File: src/rtl/shared_reg_server_pkg.sv
// Shared types for the two-client shared-register lock protocol; also used by
// the client-side thread state machines.
package shared_reg_server_pkg;

  typedef enum logic [1:0] {
    StIdle = 2'd0,
    StOwn1 = 2'd1,
    StOwn2 = 2'd2
  } state_e;

  typedef enum logic {
    Client1 = 1'b0,
    Client2 = 1'b1
  } client_e;

  localparam int unsigned DefaultResetVal = 0;

endpackage

File: src/rtl/shared_reg_server.sv
// Owner side of the shared-register RMW lock: round-robin grant, atomic write-on-release,
// hold timeout and non-owner violation flagging.
module shared_reg_server
  import shared_reg_server_pkg::*;
#(
  parameter int unsigned       DATA_W    = 8,
  parameter int unsigned       HOLD_MAX  = 15,
  parameter logic [DATA_W-1:0] RESET_VAL = DATA_W'(DefaultResetVal)
) (
  input  logic              clk,
  input  logic              rst,
  input  logic              acq1,
  input  logic              acq2,
  input  logic              wr_en1,
  input  logic              wr_en2,
  input  logic [DATA_W-1:0] wr_data1,
  input  logic [DATA_W-1:0] wr_data2,
  input  logic              rel1,
  input  logic              rel2,
  output logic [DATA_W-1:0] rd_data,
  output logic              gnt1,
  output logic              gnt2,
  output logic              done1,
  output logic              done2,
  output logic              tmo1,
  output logic              tmo2,
  output logic              err
);

  localparam int unsigned CntW = (HOLD_MAX > 0) ? $clog2(HOLD_MAX + 1) : 1;
  localparam logic [CntW-1:0] HoldMaxCnt = CntW'(HOLD_MAX);

  state_e            state_q, state_d;
  client_e           last_q, last_d;
  logic [DATA_W-1:0] data_q, data_d;
  logic [CntW-1:0]   cnt_q, cnt_d;
  logic              done1_q, done1_d, done2_q, done2_d;
  logic              tmo1_q, tmo1_d, tmo2_q, tmo2_d;
  logic              err_q, err_d;

  client_e           own_id;
  logic              own_wr, own_rel, other_acq, hand_off, commit, revoke;
  logic [DATA_W-1:0] own_data;

  always_comb begin
    own_id    = (state_q == StOwn2) ? Client2 : Client1;
    own_wr    = (own_id == Client2) ? wr_en2 : wr_en1;
    own_rel   = (own_id == Client2) ? rel2 : rel1;
    own_data  = (own_id == Client2) ? wr_data2 : wr_data1;
    other_acq = (own_id == Client2) ? acq1 : acq2;

    state_d  = state_q;
    last_d   = last_q;
    data_d   = data_q;
    cnt_d    = cnt_q;
    hand_off = 1'b0;
    commit   = 1'b0;
    revoke   = 1'b0;
    // Any wr_en/rel from a client that does not hold the lock; folded into one pulse.
    err_d    = ((wr_en1 | rel1) && (state_q != StOwn1)) ||
               ((wr_en2 | rel2) && (state_q != StOwn2));

    if (state_q == StIdle) begin
      cnt_d = '0;
      if (acq1 && acq2) begin
        state_d = (last_q == Client1) ? StOwn2 : StOwn1;
      end else if (acq1) begin
        state_d = StOwn1;
      end else if (acq2) begin
        state_d = StOwn2;
      end
    end else begin
      if (own_wr) begin
        commit   = 1'b1;
        hand_off = 1'b1;
        data_d   = own_data;
      end else if (own_rel) begin
        hand_off = 1'b1;
      end else if ((HOLD_MAX != 0) && (cnt_q == HoldMaxCnt)) begin
        revoke   = 1'b1;
        hand_off = 1'b1;
      end else begin
        cnt_d = cnt_q + CntW'(1);
      end

      // Hand straight to a waiting peer so there is no idle cycle between owners.
      if (hand_off) begin
        last_d = own_id;
        cnt_d  = '0;
        if (other_acq) begin
          state_d = (own_id == Client1) ? StOwn2 : StOwn1;
        end else begin
          state_d = StIdle;
        end
      end
    end

    done1_d = commit && (own_id == Client1);
    done2_d = commit && (own_id == Client2);
    tmo1_d  = revoke && (own_id == Client1);
    tmo2_d  = revoke && (own_id == Client2);
  end

  always_ff @(posedge clk or negedge rst) begin
    if (!rst) begin
      state_q <= StIdle;
      last_q  <= Client2;
      data_q  <= RESET_VAL;
      cnt_q   <= '0;
      done1_q <= 1'b0;
      done2_q <= 1'b0;
      tmo1_q  <= 1'b0;
      tmo2_q  <= 1'b0;
      err_q   <= 1'b0;
    end else begin
      state_q <= state_d;
      last_q  <= last_d;
      data_q  <= data_d;
      cnt_q   <= cnt_d;
      done1_q <= done1_d;
      done2_q <= done2_d;
      tmo1_q  <= tmo1_d;
      tmo2_q  <= tmo2_d;
      err_q   <= err_d;
    end
  end

  assign rd_data = data_q;
  assign gnt1    = (state_q == StOwn1);
  assign gnt2    = (state_q == StOwn2);
  assign done1   = done1_q;
  assign done2   = done2_q;
  assign tmo1    = tmo1_q;
  assign tmo2    = tmo2_q;
  assign err     = err_q;

endmodule

File: config.mk
export PLATFORM = sky130hd
export DESIGN_NAME = shared_reg_server
export DESIGN_NICKNAME = d
export VERILOG_FILES = /design/src/rtl/shared_reg_server_pkg.sv /design/src/rtl/shared_reg_server.sv
export SDC_FILE = /design/constraint.sdc
export NUM_CORES = 1
export LEC_CHECK = 0
export BUFFER_PORTS_ARGS = -buffer_cell sky130_fd_sc_hd__buf_4
export CORE_MARGIN = 1
export CORE_UTILIZATION = 30
export CTS_BUF_LIST = sky130_fd_sc_hd__clkbuf_8 sky130_fd_sc_hd__clkbuf_16
export CTS_CLUSTER_DIAMETER = 120
export DETAILED_ROUTE_END_ITERATION = 10
export GPL_TIMING_DRIVEN = 0
export PLACE_DENSITY = 0.66
export SYNTH_ARGS = -nofsm -noshare
export SYNTH_HDL_FRONTEND = slang
export SYNTH_SLANG_ARGS = --single-unit
File: constraint.sdc
create_clock -name clk -period 1.6 [get_ports clk]
set_input_delay 0.32 -clock clk [delete_from_list [all_inputs] [get_ports clk]]
set_output_delay 0.32 -clock clk [all_outputs]
set_load 0.1 [all_outputs]
### Yosys cells after proc, flatten, opt, wreduce, memory -nomap -nowiden

Cells that the tools add are included.
W data, S select, Z words.

| word-level totals | value |
|---|---|
| register bits | 20 |
| input bits | 24 |
| output and inout bits | 15 |
| word-level logic and storage cells | 64 |

| operators by class | value |
|---|---|
| $add $sub $neg | 1 |
| eq/ne operators | 9 |
| multiplexer cells | 27 |
| bitwise operators | 4 |
| reduce and logical (&&, ||, !) cells | 14 |

Operator list:

| kind | count |
|---|---|
| $mux W4 | 5 |
| $mux W2 | 8 |
| $mux W1 | 13 |
| $mux W8 | 1 |
| $logic_and A1 B1 Y1 | 7 |
| $ne A3 B1 Y1 const B | 2 |
| $reduce_and A2 Y1 | 3 |
| $add A4 B1 Y4 const B | 1 |
| $eq A4 B4 Y1 const B | 1 |
| $ne A4 B3 Y1 const B | 1 |
| $ne A3 B2 Y1 const B | 1 |
| $reduce_and A3 Y1 | 1 |
| $eq A2 B1 Y1 const B | 1 |
| $eq A2 B2 Y1 const B | 1 |
| $logic_not A2 Y1 | 1 |
| $ne A2 B1 Y1 const B | 1 |
| $ne A2 B2 Y1 const B | 1 |
| $not A1 Y1 | 2 |
| $or A1 B1 Y1 | 2 |
| $reduce_bool A2 Y1 | 1 |
| $logic_or A1 B1 Y1 | 1 |

### Longest topological paths before layout

Gate-level depths: netlist of the first run.

| depth | value |
|---|---|
| depth after elaboration | 8 |
| mapped depth | 5 |
| gate-level depth less buffers | 5 |

### Worst setup path before layout of the first run

Ideal clock, no wire load.

| timing | value |
|---|---|
| kind | register to register |
| start point | register state_q[0] |
| end point | register err_q, in the netlist err |
| library setup time | 0.184 ns |
| arrival | 2.133 ns |
| data required time | 1.416 ns |
| slack | -0.717 ns |
| stages on the path, launching flop included | 6 |
| buffers on the path | 1 |
| path through | dfrtp_1 > buf_6 > nor2b_1 > nor2_1 > nor3_1 > a21oi_1 |

| on the way | value |
|---|---|
| word-level cells in the longest chain between the ends | 3 |
| elaborated cells on any way between the ends | 5 |

RTL lines:

| element | line | text |
|---|---|---|
| from (decl) | shared_reg_server.sv:33 | `state_e state_q, state_d;` |
| from (signal assigned) | shared_reg_server.sv:106 | `state_q <= StIdle;` |
| from (signal assigned) | shared_reg_server.sv:116 | `state_q <= state_d;` |
| $ne A2 B1 Y1 or $ne A2 B2 Y1 (tied branches) | shared_reg_server.sv:60, shared_reg_server.sv:61 |  |
| $logic_and A1 B1 Y1, on equally long branches | shared_reg_server.sv:60, shared_reg_server.sv:61 |  |
| $logic_or A1 B1 Y1 * | shared_reg_server.sv:60 | `err_d = ((wr_en1 \| rel1) && (state_q != StOwn1)) \|\|` |
| net err_d | shared_reg_server.sv:39 | `logic err_q, err_d;` |
| to (signal assigned) | shared_reg_server.sv:124 | `err_q <= err_d;` |
| to (decl) | shared_reg_server.sv:39 |  |

The timed path passes the listed nets; every way through them passes the cells marked *.
A chain may end at the register's enable or synchronous reset.

### Worst setup path after layout of the first run

| timing | value |
|---|---|
| start point | register state_q[0] |
| end point | output port gnt2 |

| on the way | value |
|---|---|
| word-level cells in the longest chain between the ends | 1 |

RTL lines:

| element | line | text |
|---|---|---|
| $eq A2 B2 Y1 | shared_reg_server.sv:130 | `assign gnt2 = (state_q == StOwn2);` |
| to (decl) | shared_reg_server.sv:22 | `output logic gnt2,` |

No other way between the ends.

==> results.toml, run 1 <==
[detailed_routing]
drc = 7
vias = 801
ant_nets = 0
firstDrtPassIters = 7
drt_wl_total_mm = 2.022
post_drt_wl_per_cell_um = 12.96
vias_per_cell = 5.135
drtIter0Drc = 52

[synth]
avgSynthCellArea_um2 = 11.18
ys_ff_latch = 20
synth_edf_count = 0
synthTopCellsByArea = "dfrtp_1 (52%), a221o_1 (8.7%), and3_1 (6.8%)"
seq_area_frac_synth_pct = 54.71
async_flop_share_pct = 100.0
netlist_instances = 82
syn-cell-area_um2 = 917.1
ys_warn_count = 0
netlist.area_leader.share_pct = 51.84
yosys.area.top_type = "dfrtp_1"
syn_nets = 107
synthFlopType = "dfrtp_1"
synth.distinct_cells = 27

[sta]
slew_violations = 0
tightestPinTransition_ps = 510.6
fin_setup_tns_ps = 0
finalHoldViolCount = 0
setup_viol = 0
fmax_mhz = 645.9
finClkSkew_ps = 2.222
rsz0062_at_grt = "no"
period_share_pct = 96.76
maxSlewHeadroom_pct = 65.84
fin_crit_ps = 1548

[worst_setup_path]
end_kind = "primary output"
path_cells = "nand2b_2 > inv_1 > buf_8 > buf_12"
worstPathArrival_ps = 1230
r2r-start = "state_q[0]$_DFFE_PN0P_"
r2r_setup_slack_ps = 110
crit_fanout = 10
crit_path_start_kind = "register"
reg2reg_to = "cnt_q[3]$_DFFE_PN0P_"
crit_type = "reg -> out"
reg2reg_depth = 5
critical_path.max_stage_delay_ps = 380
cp_slowest_cell = "dfrtp_1"
required_ps = 1280

[power]
peakVddDrop_uv = 493.3
leakagePower_uw = 0.0006787
cellPowerDensity_nw_per_um2 = 2257

[run_status]
violations = "design-rule violations"
status = "complete, but fails checks"

[finish]
ff_latch_area_um2 = 503.0
drive_gt1_share_pct = 44.80
area_growth_pct = 47.75
antenna_cells = 0
fin_area_um2 = 1355
nFillCells = 267
nets = 151
multi_input_area_um2 = 391.6

[global_routing]
grt_pass1_wl_mm = 3.588
grt_usage_pct = 14.24
overflow = 0
antenna_found_initial = 0
grt_pass1_vias = 803
grt_max_degree = 21

[clock_tree]
clock_sinks = 20
numCtsBuffers = 3
cts_tree = "done"
clk_path_buf_depth = 2
cts_htree_levels = 1
ctsRootBufferMaster = "clkbuf_8"
clkTransAtPathRegs_ps = 70
postCtsSetupBuffers = 0
clkLatencyLatePin_ps = 250

[worst_hold_path]
hold-path-cell-count = 2
min_to = "rd_data[1]$_DFFE_PN0P_"
hold_path_class = "in -> reg"
hp-start = "wr_data1[1]"

[die]
coreArea_um2 = 2829
die_x_um = 57.29
fp.dieArea_um2 = 3282
rows = 19
start_util_pct = 32.42
ios = 39
die_h_um = 57.29

[placement]
io_buffer_count = 38
gp_congestion = 0.7448
hpwl_mm = 1.569
place_area_um2 = 1252

[flow_run]
maxCapViolCount = 0
## area by class of cell
type	instances	share of cell area, %
clock inverter	1	2.216
inverter	2	0.5540
buffer	4	2.585
multi-input combinational	56	28.90
timing repair buffer	39	22.71
clock buffer	3	3.047
tap	31	2.862
sequential	20	37.12
## worst max-delay path, delay by kind of cell, from the launching register on
kind	cells	cell delay [ps]
buffers and inverters	3	390
AND/OR/NAND/NOR	1	190
flip-flops	1	380
## cells by family (layout without fill, tap and decap cells)
family,count (synthesis),count (layout),synth area share (%)
simple gates,37,37,24.42
buf+inv,6,49,3.411
fa+ha+maj,1,1,1.364
flops,20,20,54.71
compound gates,16,16,14.19
xor+xnor,2,2,1.910
## worst max-delay path by stage
stage	from	end	slack [ps]	cells past startpoint
final	state_q[0]$_DFFE_PN0P_	gnt2	50	4
after detailed placement	rel1	cnt_q[3]$_DFFE_PN0P_	90	5
after floorplan	state_q[1]$_DFFE_PN0P_	rd_data[0]$_DFFE_PN0P_	100	5
after CTS	state_q[0]$_DFFE_PN0P_	gnt2	30	4
after global placement	wr_en2	rd_data[2]$_DFFE_PN0P_	110	5
after global routing	state_q[0]$_DFFE_PN0P_	gnt2	3	4
## cell usage in the layout (no fill, tap or decap), types with 3 or more instances in the layout
| master | n |
|---|---|
| buf_4 | 37 |
| clkbuf_8 | 3 |
| nor2_2 | 3 |
| dfrtp_1 | 18 |
| nand2_1 | 4 |
| a221o_1 | 8 |
| nor2_1 | 6 |
| a21oi_1 | 3 |
| and3_1 | 10 |
| nand3_1 | 6 |
## what timing repair did
action                     4_1_cts  5_1_grt
hold endpoints to repair        19        0
hold buffers                     1        0
resized for setup                5        1
setup endpoints to repair        1        1
## report_power, final
part	switching (µW)	internal [µW]
logic	1300	483
registers	115	674
clock network	156	333
total	1570	1490
## synth_stat cells (2+ instances only)
master and instances:
a21oi_1 3, a221o_1 8, and2_1 2, and3_1 10, clkbuf_1 2, dfrtp_1 19
inv_1 2, nand2_1 4, nand3_1 6, nor2_1 6, nor2_2 3, o21ai_0 2
## layer usage
layer,track usage [%],wire (µm)
met3,2.494,156
met5,0,0
met4,5.226,19
met1,16.91,904
met2,25.71,941
## state kept, by name, indices dropped and copies added, names as in the netlist
signal   flops
tmo2         1
state_q      2
done1        1
last_q       1
rd_data      8
tmo1         1
cnt_q        4
err          1
done2        1
## stage by stage
step	util, %	setup slack, ps	instances	hold WS (ps)	total power, µW
final	47.90	51.83	156	297.1	3058
after detailed placement	44.27	86.42	151	210.3	2524
after global routing	47.90	3.025	156	282.3	3195
after global placement	44.27	112.7	151	209.5	2507
after floorplan	-	105.0	82	24.41	2144
after CTS	47.85	28.30	156	292.8	3077
No activity file was read; power rests on OpenSTA's default activity.
==> inputs of run 2 (changes only) <==
--- a/config.mk
+++ b/config.mk
@@ -12,6 +12,7 @@
 export CTS_CLUSTER_DIAMETER = 120
 export DETAILED_ROUTE_END_ITERATION = 10
 export GPL_TIMING_DRIVEN = 0
+export MAX_ROUTING_LAYER = met4
 export PLACE_DENSITY = 0.66
 export SYNTH_ARGS = -nofsm -noshare
 export SYNTH_HDL_FRONTEND = slang
==> run 2 against run 1 <==
Net effect:
- the flow still finishes with violations (design-rule violations)
- register-to-register slack barely moved
- global-route usage is 0.49 points higher
- utilization grew 0.27 points
- final area increased by 0.55%
- first-iteration DRC count grew 42%
- sequential power shrank 1%
- setup slack about the same
- largest cell class unchanged
==> results.toml, run 2 (synthesis gave the netlist of run 1 again) <==
[sta]
fin_crit_ps = 1548
tightestPinTransition_ps = 499.0
finClkSkew_ps = 2.335
setup_viol = 0
fin_setup_tns_ps = 0
finalHoldViolCount = 0
maxSlewHeadroom_pct = 66.61
period_share_pct = 96.75
slew_violations = 0
fmax_mhz = 646.0
rsz0062_at_grt = "no"

[power]
cellPowerDensity_nw_per_um2 = 2257
peakVddDrop_uv = 494.2
leakagePower_uw = 0.0006837

[worst_setup_path]
reg2reg_to = "cnt_q[3]$_DFFE_PN0P_"
r2r_setup_slack_ps = 110
path_delay_family = "buffers and inverters"
crit_type = "reg -> out"
cp_slowest_cell = "dfrtp_1"
worstPathArrival_ps = 1230
crit_fanout = 10
crit_buf_inv = 3
reg2reg_depth = 5
required_ps = 1280
critical_path.max_stage_delay_ps = 380
crit_path_start_kind = "register"
end_kind = "primary output"
path_cells = "nand2b_2 > inv_1 > buf_8 > buf_12"
r2r-start = "state_q[0]$_DFFE_PN0P_"

[detailed_routing]
wl_met1_um = 877
drc = 7
ant_nets = 0
firstDrtPassIters = 7
dr_wl_met2_um = 965
vias = 815
highest_layer = "met4"
vias_per_cell = 5.191
post_drt_wl_per_cell_um = 12.94
drtIter0Drc = 74
met3_length_um = 169
drt_wl_total_mm = 2.031

[worst_hold_path]
min_to = "rd_data[1]$_DFFE_PN0P_"
hp-start = "wr_data1[1]"
hold_path_class = "in -> reg"
hold-path-cell-count = 2

[placement]
place_inst = 151
hpwl_mm = 1.569
io_buffer_count = 38
place_area_um2 = 1252
gp_congestion = 0.7542

[die]
ios = 39
start_util_pct = 32.42
die_h_um = 57.29
coreArea_um2 = 2829
rows = 19
fp.dieArea_um2 = 3282
die_x_um = 57.29

[clock_tree]
cts_tree = "done"
clk_path_buf_depth = 2
ctsRootBufferMaster = "clkbuf_8"
clkTransAtPathRegs_ps = 70
numCtsBuffers = 3
clock_sinks = 20
cts_htree_levels = 1
clkLatencyLatePin_ps = 250

[global_routing]
grt_pass1_wl_mm = 3.594
grt_pass1_vias = 799
antenna_found_initial = 0
grt_usage_pct = 14.74
overflow = 0
grt_max_degree = 21

[finish]
drive_gt1_share_pct = 45.24
finish.utilization_pct = 48.16
finalNonFillerCells = 157
nets = 152
final_common_cell = "buf_4"
fin_area_um2 = 1363
largest_reg_flops = 8
final_cell_mix = "buf_4 (38), dfrtp_1 (18), and3_1 (10)"
area_growth_pct = 48.57
antenna_cells = 0

[run_status]
status = "complete, but fails checks"
violations = "design-rule violations"

[flow_run]
maxCapViolCount = 0
==> run 2: changes by cell type in the layout (fill, tap and decap cells not counted), sizes merged <==
cell	before	now
buf	41	42
==> run 2: cell type report <==
type	instances	area (µm²)
inverter	2	7.507
buffer	4	35.03
timing repair buffer	40	315.3
clock buffer	3	41.29
sequential	20	503.0
multi-input combinational	56	391.6
tap	31	38.79
fill	267	1466
clock inverter	1	30.03
==> run 2: worst reg2reg max path, stage by stage, from the launching register on <==
cell,delay (ps)
dfrtp_1,380
buf_6,140
nor4b_4,370
a21oi_2,60
or3_4,370
nor2_2,100
==> run 2: repair_timing <==
item,4_1_cts,5_1_grt
resized for setup,5,1
hold endpoints to repair,19,0
pin swaps,0,0
endpoints found under the setup margin,1,1
setup buffers,0,1
hold buffers,1,0
==> run 2: per-stage QoR <==
step                      setup slack, ps  hold WS (ps)  power (µW)
after floorplan                     105.0         24.41        2144
after global routing                4.063         279.8        3217
after global placement              112.7         209.5        2507
final                               51.98         298.4        3075
after detailed placement            86.42         210.3        2524
after CTS                           28.30         292.8        3077
==> run 2: worst max path at each step <==
stage	start	end	slack, ps	cells past startpoint
6_report	state_q[0]$_DFFE_PN0P_	gnt2	50	4
5_1_grt	state_q[0]$_DFFE_PN0P_	gnt2	4	4
4_1_cts	state_q[0]$_DFFE_PN0P_	gnt2	30	4
3_5_place_dp	rel1	cnt_q[3]$_DFFE_PN0P_	90	5
3_3_place_gp	wr_en2	rd_data[2]$_DFFE_PN0P_	110	5
2_1_floorplan	state_q[1]$_DFFE_PN0P_	rd_data[0]$_DFFE_PN0P_	100	5
==> run 2: routing by layer <==
metal	track usage (%)	up-vias
met1	17.34	388
met2	25.38	36
met5	-	-
met4	5.226	0
li1	-	389
met3	2.494	2
==> run 2: power by group <==
group	switching (µW)	internal, µW
clock	157	333
sequential	104	674
combinational	1310	498
==> inputs of run 3 (changes only) <==
--- a/config.mk
+++ b/config.mk
@@ -5,15 +5,15 @@
 export SDC_FILE = /design/constraint.sdc
 export NUM_CORES = 1
 export LEC_CHECK = 0
-export BUFFER_PORTS_ARGS = -buffer_cell sky130_fd_sc_hd__buf_4
 export CORE_MARGIN = 1
 export CORE_UTILIZATION = 30
 export CTS_BUF_LIST = sky130_fd_sc_hd__clkbuf_8 sky130_fd_sc_hd__clkbuf_16
 export CTS_CLUSTER_DIAMETER = 120
 export DETAILED_ROUTE_END_ITERATION = 10
+export DONT_BUFFER_PORTS = 1
 export GPL_TIMING_DRIVEN = 0
 export MAX_ROUTING_LAYER = met4
-export PLACE_DENSITY = 0.66
+export PLACE_DENSITY = 0.55
 export SYNTH_ARGS = -nofsm -noshare
 export SYNTH_HDL_FRONTEND = slang
 export SYNTH_SLANG_ARGS = --single-unit
==> run 3 against run 2 <==
Net effect:
- the flow finishes with violations (design-rule violations, negative setup slack)
- critical path type unchanged
- routed wire length is 3.6% lower
- critical endpoint is now gnt1
- register-to-register slack worse by 50 ps
- critical path depth fell by 2
- final area is 18% lower
- largest cell class unchanged
==> results.toml, run 3 (synthesis gave the netlist of run 1 again) <==
[worst_setup_path]
r2r-start = "state_q[0]$_DFFE_PN0P_"
reg2reg_to = "cnt_q[1]$_DFFE_PN0P_"
crit_type = "reg -> out"
required_ps = 1280
worstPathArrival_ps = 1290
r2r_setup_slack_ps = 60
crit_start = "state_q[0]$_DFFE_PN0P_"
worstSetupEndpoint = "gnt1"
reg2reg_depth = 6
crit_path_start_kind = "register"
end_kind = "primary output"
crit_fanout = 3

[sta]
period_share_pct = 100.3
setup_slack_ps = -5.438
setup_viol = 1
rsz0062_at_grt = "yes"
tightestPinTransition_ps = 904.4
fin_crit_ps = 1605
finClkSkew_ps = 8.374
fmax_mhz = 622.9
maxSlewHeadroom_pct = 39.51
finalHoldViolCount = 0
slew_violations = 0
hold_ws_ps = 204.4

[detailed_routing]
post_drt_wl_per_cell_um = 16.05
firstDrtPassIters = 7
vias_per_cell = 5.541
drc = 6
vias = 676
drt_wl_total_mm = 1.958
drtIter0Drc = 24
ant_nets = 0

[finish]
final_common_cell = "dfrtp_1"
nets = 117
fin_area_um2 = 1111
drive_gt1_share_pct = 26.37
area_growth_pct = 21.15
antenna_cells = 0
nFillCells = 274
largest_reg_flops = 8
final_cell_mix = "dfrtp_1 (18), and3_1 (10), a221o_1 (8)"

[global_routing]
antenna_found_initial = 0
grt_pass1_wl_mm = 3.312
grt_pass1_vias = 705
grt_max_degree = 21
grt_usage_pct = 14.07
overflow = 0

[die]
start_util_pct = 32.42
fp.dieArea_um2 = 3282
die_x_um = 57.29
die_h_um = 57.29
coreArea_um2 = 2829
rows = 19
ios = 39

[clock_tree]
clkTransAtPathRegs_ps = 80
numCtsBuffers = 3
clkLatencyLatePin_ps = 260
cts_tree = "done"
clk_path_buf_depth = 2
ctsRootBufferMaster = "clkbuf_8"
clock_sinks = 20
cts_htree_levels = 1

[run_status]
status = "complete, but fails checks"
violations = "design-rule violations, negative setup slack"

[worst_hold_path]
hp-start = "acq1"
hold_path_class = "in -> reg"

[placement]
gp_congestion = 0.8481
hpwl_mm = 1.439
place_area_um2 = 967.2
io_buffer_count = 0

[flow_run]
maxCapViolCount = 0
run 3: cell count changes in the layout (fill, tap and decap cells not counted):
cell | previous run | this run
buf_4 | 38 | 3
buf_8 | 1 | 0
clkbuf_8 | 3 | 4
nor2_1 | 6 | 5
nor2_4 | 0 | 1
nor3_1 | 1 | 0
nor3_2 | 0 | 1
run 3: what timing repair did:
action	4_1_cts	5_1_grt
gates cloned	0	0
pin swaps	1	3
buffers inserted	3	1
endpoints found under the setup margin	11	13
gates resized for setup	2	3
hold endpoints to repair	20	0
hold buffers	1	0
run 3: how the worst min path moves through the flow:
stage	endpoint	slack (ps)	depth (start not counted)
floorplan	cnt_q[0]$_DFFE_PN0P_	20	0
global placement	state_q[0]$_DFFE_PN0P_	30	0
detailed placement	state_q[0]$_DFFE_PN0P_	30	0
CTS	state_q[0]$_DFFE_PN0P_	200	2
global route	rd_data[2]$_DFFE_PN0P_	200	1
finish	state_q[0]$_DFFE_PN0P_	200	2
run 3: through the flow:
stage | cells | setup WS [ps] | TNS (ps) | util (%)
after floorplan | 82 | 105.0 | 0 | -
after global placement | 113 | -5.842 | -6.422 | 34.19
after detailed placement | 113 | -33.20 | -162.7 | 34.19
after CTS | 121 | -8.198 | -8.198 | 38.57
after global routing | 122 | -69.57 | -140.2 | 39.27
final | 122 | -5.438 | -5.438 | 39.27
run 3: layout make-up:
cell class / instances / area, µm² / share of cell area (%)
sequential: 20 / 503.0 / 45.27
multi-input combinational: 56 / 404.1 / 36.37
timing repair buffer: 5 / 52.55 / 4.730
clock buffer: 3 / 41.29 / 3.716
tap: 31 / 38.79 / 3.491
buffer: 4 / 33.78 / 3.041
clock inverter: 1 / 30.03 / 2.703
inverter: 2 / 7.507 / 0.6757
run 3: critical path, stage by stage, from the launching register on:
cell	delay, ps
dfrtp_1	370
buf_6	120
nor2b_4	540
run 3: layer usage:
| metal | global-route usage [%] | vias up | wire [µm] |
|---|---|---|---|
| li1 | - | 316 | - |
| met1 | 16.86 | 333 | 821 |
| met2 | 22.18 | 22 | 997 |
| met3 | 4.308 | 5 | 114 |
| met4 | 5.575 | 0 | 23 |
| met5 | - | - | 0 |
Power of run 3 is left out: the tool's default activity adds up to more than one toggle a clock period on the data nets, which glitch-free logic cannot reach.
